[src/rtl/vga_pkg.sv]
// Shared VGA types and constants: RGB565 pixel layout, 640x480@60 timing, basic colours.
package vga_pkg;

  typedef struct packed {
    logic [4:0] r;
    logic [5:0] g;
    logic [4:0] b;
  } rgb565_t;

  localparam int unsigned H_VISIBLE = 640;
  localparam int unsigned H_FRONT   = 16;
  localparam int unsigned H_SYNC    = 96;
  localparam int unsigned H_BACK    = 48;
  localparam int unsigned H_TOTAL   = H_VISIBLE + H_FRONT + H_SYNC + H_BACK;

  localparam int unsigned V_VISIBLE = 480;
  localparam int unsigned V_FRONT   = 10;
  localparam int unsigned V_SYNC    = 2;
  localparam int unsigned V_BACK    = 33;
  localparam int unsigned V_TOTAL   = V_VISIBLE + V_FRONT + V_SYNC + V_BACK;

  localparam rgb565_t BLACK = '{r: 5'h00, g: 6'h00, b: 5'h00};
  localparam rgb565_t GREEN = '{r: 5'h00, g: 6'h3f, b: 5'h00};
  localparam rgb565_t BLUE  = '{r: 5'h00, g: 6'h00, b: 5'h1f};
  localparam rgb565_t RED   = '{r: 5'h1f, g: 6'h00, b: 5'h00};

endpackage

[src/rtl/vga_fb_fifo.sv]
// Show-ahead prefetch FIFO; the caller only pushes when not full and pops when not empty.
module vga_fb_fifo
  import vga_pkg::*;
#(
  parameter int unsigned DEPTH = 16,
  parameter int unsigned DW    = 16
) (
  input  logic                   clk,
  input  logic                   rst_n,
  input  logic                   push_i,
  input  logic [DW-1:0]          push_data_i,
  input  logic                   pop_i,
  input  logic                   flush_i,
  output logic [DW-1:0]          head_o,
  output logic [$clog2(DEPTH):0] count_o,
  output logic                   empty_o,
  output logic                   full_o
);

  localparam int unsigned PW = $clog2(DEPTH);
  localparam int unsigned CW = PW + 1;

  logic [DW-1:0] mem_q [DEPTH];
  logic [PW-1:0] rd_ptr_q;
  logic [PW-1:0] wr_ptr_q;
  logic [CW-1:0] count_q;

  // Flush drops everything by snapping the read pointer onto the write pointer.
  always_ff @(posedge clk or negedge rst_n) begin
    if (!rst_n) begin
      for (int unsigned i = 0; i < DEPTH; i++) mem_q[i] <= '0;
      rd_ptr_q <= '0;
      wr_ptr_q <= '0;
      count_q  <= '0;
    end else if (flush_i) begin
      rd_ptr_q <= wr_ptr_q;
      count_q  <= '0;
    end else begin
      if (push_i) begin
        mem_q[wr_ptr_q] <= push_data_i;
        wr_ptr_q        <= wr_ptr_q + PW'(1);
      end
      if (pop_i) rd_ptr_q <= rd_ptr_q + PW'(1);
      count_q <= count_q + CW'(push_i) - CW'(pop_i);
    end
  end

  assign head_o  = mem_q[rd_ptr_q];
  assign count_o = count_q;
  assign empty_o = (count_q == '0);
  assign full_o  = (count_q == CW'(DEPTH));

endmodule

[src/rtl/vga_fb_arbiter.sv]
// Single-port framebuffer arbiter: sequential scan-out prefetch with priority over a pixel writer
// only while the prefetch occupancy is below half, otherwise the writer wins.
module vga_fb_arbiter
  import vga_pkg::*;
#(
  parameter int unsigned HWIDTH     = H_VISIBLE,
  parameter int unsigned VWIDTH     = V_VISIBLE,
  parameter int unsigned AW         = 19,
  parameter int unsigned DW         = 16,
  parameter int unsigned FIFO_DEPTH = 16,
  parameter int unsigned RD_LAT     = 2
) (
  input  logic          clk,
  input  logic          rst_n,
  input  logic          frame_start,
  input  logic          pix_rd,
  output logic [DW-1:0] pix_data,
  output logic          pix_valid,
  output logic          underrun,
  input  logic          underrun_clr,
  input  logic          wr_req,
  input  logic [AW-1:0] wr_addr,
  input  logic [DW-1:0] wr_data,
  output logic          wr_ack,
  output logic          ram_re,
  output logic          ram_we,
  output logic [AW-1:0] ram_addr,
  output logic [DW-1:0] ram_wdata,
  input  logic [DW-1:0] ram_rdata
);

  localparam int unsigned CW  = $clog2(FIFO_DEPTH) + 1;
  localparam int unsigned AW1 = AW + 1;
  localparam logic [AW1-1:0] FRAME_PIX = AW1'(HWIDTH * VWIDTH);
  localparam logic [CW-1:0]  DEPTH_C   = CW'(FIFO_DEPTH);
  localparam logic [CW-1:0]  HALF_C    = CW'(FIFO_DEPTH / 2);

  logic [AW-1:0]     scan_addr_q, scan_addr_d;
  logic [CW-1:0]     inflight_q, inflight_d;
  logic [CW-1:0]     discard_q, discard_d;
  logic              underrun_q, underrun_d;
  logic              ram_re_q, ram_we_q;
  logic [AW-1:0]     ram_addr_q, ram_addr_d;
  logic [DW-1:0]     ram_wdata_q, ram_wdata_d;
  logic [RD_LAT-1:0] rvalid_q;

  logic [CW-1:0] fifo_count;
  logic [CW-1:0] occ;
  logic          fifo_empty, fifo_full;
  logic          fifo_push, fifo_pop;
  logic          scan_ok, urgent, rd_ret;
  logic          grant_rd, grant_wr;

  vga_fb_fifo #(
    .DEPTH (FIFO_DEPTH),
    .DW    (DW)
  ) u_fifo (
    .clk         (clk),
    .rst_n       (rst_n),
    .push_i      (fifo_push),
    .push_data_i (ram_rdata),
    .pop_i       (fifo_pop),
    .flush_i     (frame_start),
    .head_o      (pix_data),
    .count_o     (fifo_count),
    .empty_o     (fifo_empty),
    .full_o      (fifo_full)
  );

  // Occupancy counts in-flight reads so returning data always has a FIFO slot.
  always_comb begin
    occ         = fifo_count + inflight_q;
    scan_ok     = (occ < DEPTH_C) && ({1'b0, scan_addr_q} < FRAME_PIX) && !frame_start;
    urgent      = (occ < HALF_C);
    rd_ret      = rvalid_q[RD_LAT-1];
    grant_rd    = 1'b0;
    grant_wr    = 1'b0;
    scan_addr_d = scan_addr_q;
    discard_d   = discard_q;
    underrun_d  = underrun_q;
    ram_addr_d  = ram_addr_q;
    ram_wdata_d = ram_wdata_q;

    if (urgent && scan_ok)  grant_rd = 1'b1;
    else if (wr_req)        grant_wr = 1'b1;
    else if (scan_ok)       grant_rd = 1'b1;

    inflight_d = inflight_q + CW'(grant_rd) - CW'(rd_ret);

    if (frame_start)   scan_addr_d = '0;
    else if (grant_rd) scan_addr_d = scan_addr_q + AW'(1);

    // Reads still in flight at a frame restart belong to the old frame and are dropped.
    if (frame_start)                       discard_d = inflight_d;
    else if (rd_ret && discard_q != '0)    discard_d = discard_q - CW'(1);

    fifo_push = rd_ret && (discard_q == '0) && !frame_start && !fifo_full;
    fifo_pop  = pix_rd && !fifo_empty && !frame_start;

    if (underrun_clr)                            underrun_d = 1'b0;
    if (pix_rd && fifo_empty && !frame_start)    underrun_d = 1'b1;

    if (grant_rd) begin
      ram_addr_d = scan_addr_q;
    end else if (grant_wr) begin
      ram_addr_d  = wr_addr;
      ram_wdata_d = wr_data;
    end
  end

  always_ff @(posedge clk or negedge rst_n) begin
    if (!rst_n) begin
      scan_addr_q <= '0;
      inflight_q  <= '0;
      discard_q   <= '0;
      underrun_q  <= 1'b0;
      ram_re_q    <= 1'b0;
      ram_we_q    <= 1'b0;
      ram_addr_q  <= '0;
      ram_wdata_q <= '0;
    end else begin
      scan_addr_q <= scan_addr_d;
      inflight_q  <= inflight_d;
      discard_q   <= discard_d;
      underrun_q  <= underrun_d;
      ram_re_q    <= grant_rd;
      ram_we_q    <= grant_wr;
      ram_addr_q  <= ram_addr_d;
      ram_wdata_q <= ram_wdata_d;
    end
  end

  // Read-return tracker: its last stage lines up with ram_rdata being valid.
  if (RD_LAT > 1) begin : g_rvalid_shift
    always_ff @(posedge clk or negedge rst_n) begin
      if (!rst_n) rvalid_q <= '0;
      else        rvalid_q <= {rvalid_q[RD_LAT-2:0], ram_re_q};
    end
  end else begin : g_rvalid_single
    always_ff @(posedge clk or negedge rst_n) begin
      if (!rst_n) rvalid_q <= '0;
      else        rvalid_q <= ram_re_q;
    end
  end

  assign wr_ack    = grant_wr & rst_n;
  assign pix_valid = !fifo_empty;
  assign underrun  = underrun_q;
  assign ram_re    = ram_re_q;
  assign ram_we    = ram_we_q;
  assign ram_addr  = ram_addr_q;
  assign ram_wdata = ram_wdata_q;

endmodule

[config.mk]
export PLATFORM = sky130hd
export DESIGN_NAME = vga_fb_arbiter
export DESIGN_NICKNAME = d
export VERILOG_FILES = /design/src/rtl/vga_pkg.sv /design/src/rtl/vga_fb_fifo.sv /design/src/rtl/vga_fb_arbiter.sv
export SDC_FILE = /design/constraint.sdc
export NUM_CORES = 1
export LEC_CHECK = 0
export ABC_AREA = 1
export CAP_MARGIN = 20
export CORE_ASPECT_RATIO = 2
export CORE_UTILIZATION = 59
export DETAILED_ROUTE_END_ITERATION = 10
export GPL_TIMING_DRIVEN = 0
export PLACE_DENSITY = 0.8
export SETUP_SLACK_MARGIN = 0.4
export SYNTH_ARGS = -nofsm -noshare
export SYNTH_HDL_FRONTEND = slang
export SYNTH_SLANG_ARGS = --single-unit
[constraint.sdc]
create_clock -name clk -period 3.4 [get_ports clk]
set_input_delay 0.34 -clock clk [delete_from_list [all_inputs] [get_ports clk]]
set_output_delay 0.34 -clock clk [all_outputs]
set_load 0.05 [all_outputs]
==> summary.md <==
| Metric | Value |
|---|---|
| FF+latch count, synth | `338` |
| Worst min path class | `in2reg` |
| Slew headroom | `0.4046` |
| XOR/XNOR Fraction of Synth Area | `0.01672` |
| CTS tree | `yes` |
| Total track usage | `0.3884` |
| RSZ-0062 raised after global routing | `true` |
| Initial Util | `0.5980` |
| Global-route met3 utilization | `0.06887` |
| Clock share of power | `0.246` |
| Netlist cell types | `37` |
| Status | `completed` |
| Setup violators final | `0` |
| CP most frequent cell | `o211ai_1` |
| Ranking of synthesized cells by area | `dfrtp_1 (54%), o21ai_0 (11%), nand2_1 (11%), nand3_1 (3.5%), nor2_1 (3.2%)` |
| Die Height | `232.8 um` |
| Worst Setup Slack, final | `between 0.3 and 0.4 ns` |
| Final Max Slew Viols | `0` |
| Port Buf Inserts | `between 100 and 150` |
| CP endpoint kind | `output pin` |
| Fillers | `2,004` |
| Int Power | `a little under 9 mW` |
| Root Buffer | `clkbuf_16` |
| Post-synthesis net count | `1,876` |
| Io pins | `113` |
| Seq/Total Area, Yosys | `0.5383` |
| Met2 Use GR | `0.6927` |
| Post-synth top area cell | `dfrtp_1` |
| First DRT Iteration DRCs | `~1.3k` |
| DRC viols | `0` |
| Max Freq | `332.3 MHz` |
| Sequential fraction of design power | `0.319` |
| Share of layout cells above drive strength 1 | `0.1010` |
| Number of buffers created by CTS | `30` |
| Synth Warn # | `0` |
| Period minus WS final | `3.009 ns` |
| Core Footprint | `26,280 um2` |
| Util after Layout | `0.7162` |
| Mux contribution to synthesized area | `0.03185` |
| Switching share of power | `0.4233` |
| Global route overflow | `0` |
| Detailed-route wire length | `~52,000 um` |
| Net Sw Power | `6.393 mW` |
| Final hold violation count | `0` |
| Clock buffer depth | `3` |
| Hpwl dp | `roughly 37,000 um` |
| Post-synthesis adder-cell area fraction | `0.01927` |
| Kind of critical path | `reg2out` |
| Final period util | `0.8850` |
| DR vias/cell | `6.208` |
| Critical path launch point type | `flip-flop` |
| Placed Area | `17,300 um2` |
| Syn Area/Cell | `8.748 um2` |
| Initial antenna violation count | `1` |
| Drt first pass iters | `8` |
| Area of the mapped netlist | `15,710 um2` |
| Power Dens Cells | `802.5 nW/um2` |
| First-pass GRT wire length | `79,860 um` |
| Worst stage delay on the critical path | `0.47 ns` |
| Crit-path cells | `buf_4 > inv_2 > buf_2 > nor2_1 > o211ai_1 > o211ai_1 > nand2_1 > clkdlybuf4s15_2` |
| Worst EP arrival | `2.67 ns` |
| Htree depth | `1` |
| Global routing usage on met1 | `0.3837` |
| Max Cap Violations | `0` |
| Finished Cell Area | `roughly 19,000 um2` |
| Buf/Inv on CP | `4` |
| Fin Hold WS | `0.1432 ns` |
| Yosys top cell area share | `0.5383` |
| Static leakage | `8.712 nW` |
| Multi-input logic area | `6590 um2` |
| Number of global-route vias before repair | `14.73k` |
| Clock latency on the worst-skew pair | `0.59 ns` |
| Pre-CTS WS | `-0.05744 ns` |
| Largest net degree at the start of global routing | `133` |
| Worst EP required | `3.06 ns` |
| Post-synthesis compound-gate area fraction | `0.1579` |
| Setup TNS | `0 ns` |
| Syn-to-layout area delta | `19.77%` |
| Clk_skew | `0.02249 ns` |
| GPL Wtd Cong | `0.9528` |
| Worst slew pin tran | `0.8931 ns` |
| Row count | `84` |
| Simple-Gate Fraction of Synth Area | `0.1838` |
| CP max-delay cell | `dfrtp_2` |
| Die ar. | `27,330 um2` |
| Comb pwr share | `0.435` |
| Final Power | `15.10 mW` |
| Post-route antenna net violation count | `0` |
| Most used routing layer | `met2` |
| Die width | `117.4 um` |
| Largest family of logic cells by synthesized area | `simple AND/OR/NAND/NOR gates` |
| CP Max Fanout | `10` |
| Post-Layout Cell Count | `2,326` |
| Sink Count | `338` |
| Placed Instances | `2,252` |
| Clock edge transition at the registers on the reported setup and hold paths | `0.07 ns` |
| Crit path max-delay family | `buffers and inverters` |
| Peak VDD IR | `0.8618 mV` |
| Total number of vias | `14.44k` |
| Nets@finish | `2,036` |
| Synth Instances | `roughly 1.8k` |
| Routed wire per std cell | `around 22 um` |
| FF/Latch Area | `8461 um2` |
-- kinds of logic after synthesis --
| family | after synthesis |
|---|---|
| AO/OA/AOI/OAI | 446 |
| XOR/XNOR | 30 |
| adder cells (fa/ha/maj) | 23 |
| buffers and inverters | 202 |
| flip-flops | 338 |
| multiplexers | 50 |
| AND/OR/NAND/NOR | 707 |
-- power groups by stage --
stage          Sequential, mW  Clock (mW)  Combinational [mW]
3_5_place_dp             4.85           0                5.88
4_1_cts                  4.78        3.72                6.10
3_3_place_gp             4.85           0                5.74
5_1_grt                  4.86        3.90                6.91
6_report                 4.82        3.72                6.57
2_1_floorplan            5.49           0                3.07
-- what timing repair did --
action	in CTS	in global routing
buffers inserted	7	6
resized for setup	121	69
pin swaps	2	9
cloned	0	1
endpoints found under the hold margin	83	0
setup endpoints to repair	23	22
hold buffers	2	0
-- state kept, by name, summed over array words and instances (netlist names), 2 cells and up --
name,count
u_fifo.rd_ptr_q,4
scan_addr_q,19
rvalid_q,2
ram_wdata,16
ram_addr,19
u_fifo.mem_q,256
discard_q,5
u_fifo.count_o,5
inflight_q,5
u_fifo.wr_ptr_q,4
-- metal layers --
| layer | share of wire | vias to the layer above |
|---|---|---|
| met5 | 0 | - |
| met4 | 0.10 | 0 |
| met3 | 0.068 | 366 |
| met2 | 0.51 | 824 |
| met1 | 0.32 | 6900 |
| li1 | - | 6349 |
-- worst reg2reg max path, cell delays in order (launching register included) --
cell and delay (ns):
dfrtp_1 0.42, ha_4 0.27, nand3_4 0.09, nand2_4 0.08
nand2_4 0.09, nand2_2 0.06, nand2_2 0.10, nand4_4 0.11
buf_8 0.15, ha_4 0.21, inv_2 0.06, ha_4 0.13
inv_2 0.04, fa_2 0.39, o21ai_2 0.17, xor2_1 0.21
nand2_1 0.11, o221ai_2 0.09, inv_1 0.06
-- layout make-up --
class,instances,share of cell area
Sequential cell,338,0.4496
Multi-Input combinational cell,1256,0.3502
Timing Repair Buffer,128,0.06961
Clock buffer,46,0.04847
Buffer,130,0.03551
Tap cell,344,0.02287
Inverter,72,0.01476
Clock inverter,10,0.008710
Antenna cell,2,0.0002660
-- final timing paths --
path	startpoint	endpoint	slack [ns]	depth (start not counted)
max in group asynchronous	rst_n	u_fifo.mem_q[188]$_DFFE_PN0P_	2.06	4
min	frame_start	discard_q[2]$_DFFE_PN0P_	0.14	3
max reg2reg	u_fifo.count_o[1]$_DFF_PN0_	discard_q[4]$_DFFE_PN0P_	0.44	18
min reg2reg	rvalid_q[0]$_DFF_PN0_	rvalid_q[1]$_DFF_PN0_	0.35	0
max	u_fifo.rd_ptr_q[0]$_DFFE_PN0P_	pix_data[9]	0.39	8
min in group asynchronous	rst_n	u_fifo.mem_q[239]$_DFFE_PN0P_	0.36	3
-- cell usage in the layout, fill, tap and decap left out, types with 33 or more instances in the layout --
master,synthesis,routed
nand2_1,447,437
o21ai_0,337,336
dfrtp_1,338,336
nor2_1,134,132
nand3_1,109,107
clkdlybuf4s50_1,0,92
clkbuf_1,91,66
inv_1,63,60
mux2i_1,50,50
o221ai_1,39,38
buf_2,26,33
-- cell usage after synthesis --
cell type  number
ha_1           21
nor2_4          3
inv_2           4
a22oi_1         1
a21oi_1         7
inv_1          63
o211ai_1       30
fa_1            2
nand3_2         1
inv_4           2
nand4_2         1
nand2_2         1
nand3_1       109
buf_2          26
o221ai_1       39
nand2_1       447
nor2_1        134
o22ai_1        16
nor2_2          1
xor2_1         24
nand4_1         6
o21ai_1        14
clkinv_1        3
nand3_4         1
dfrtp_1       338
nand4_4         1
o21ai_0       337
buf_6           1
nand2_4         1
clkbuf_1       91
a21oi_2         1
a31oi_1         1
xnor2_1         6
mux2i_1        50
nor3_1          1
buf_1           8
buf_4           4
Power figures use the tool's default switching activity.
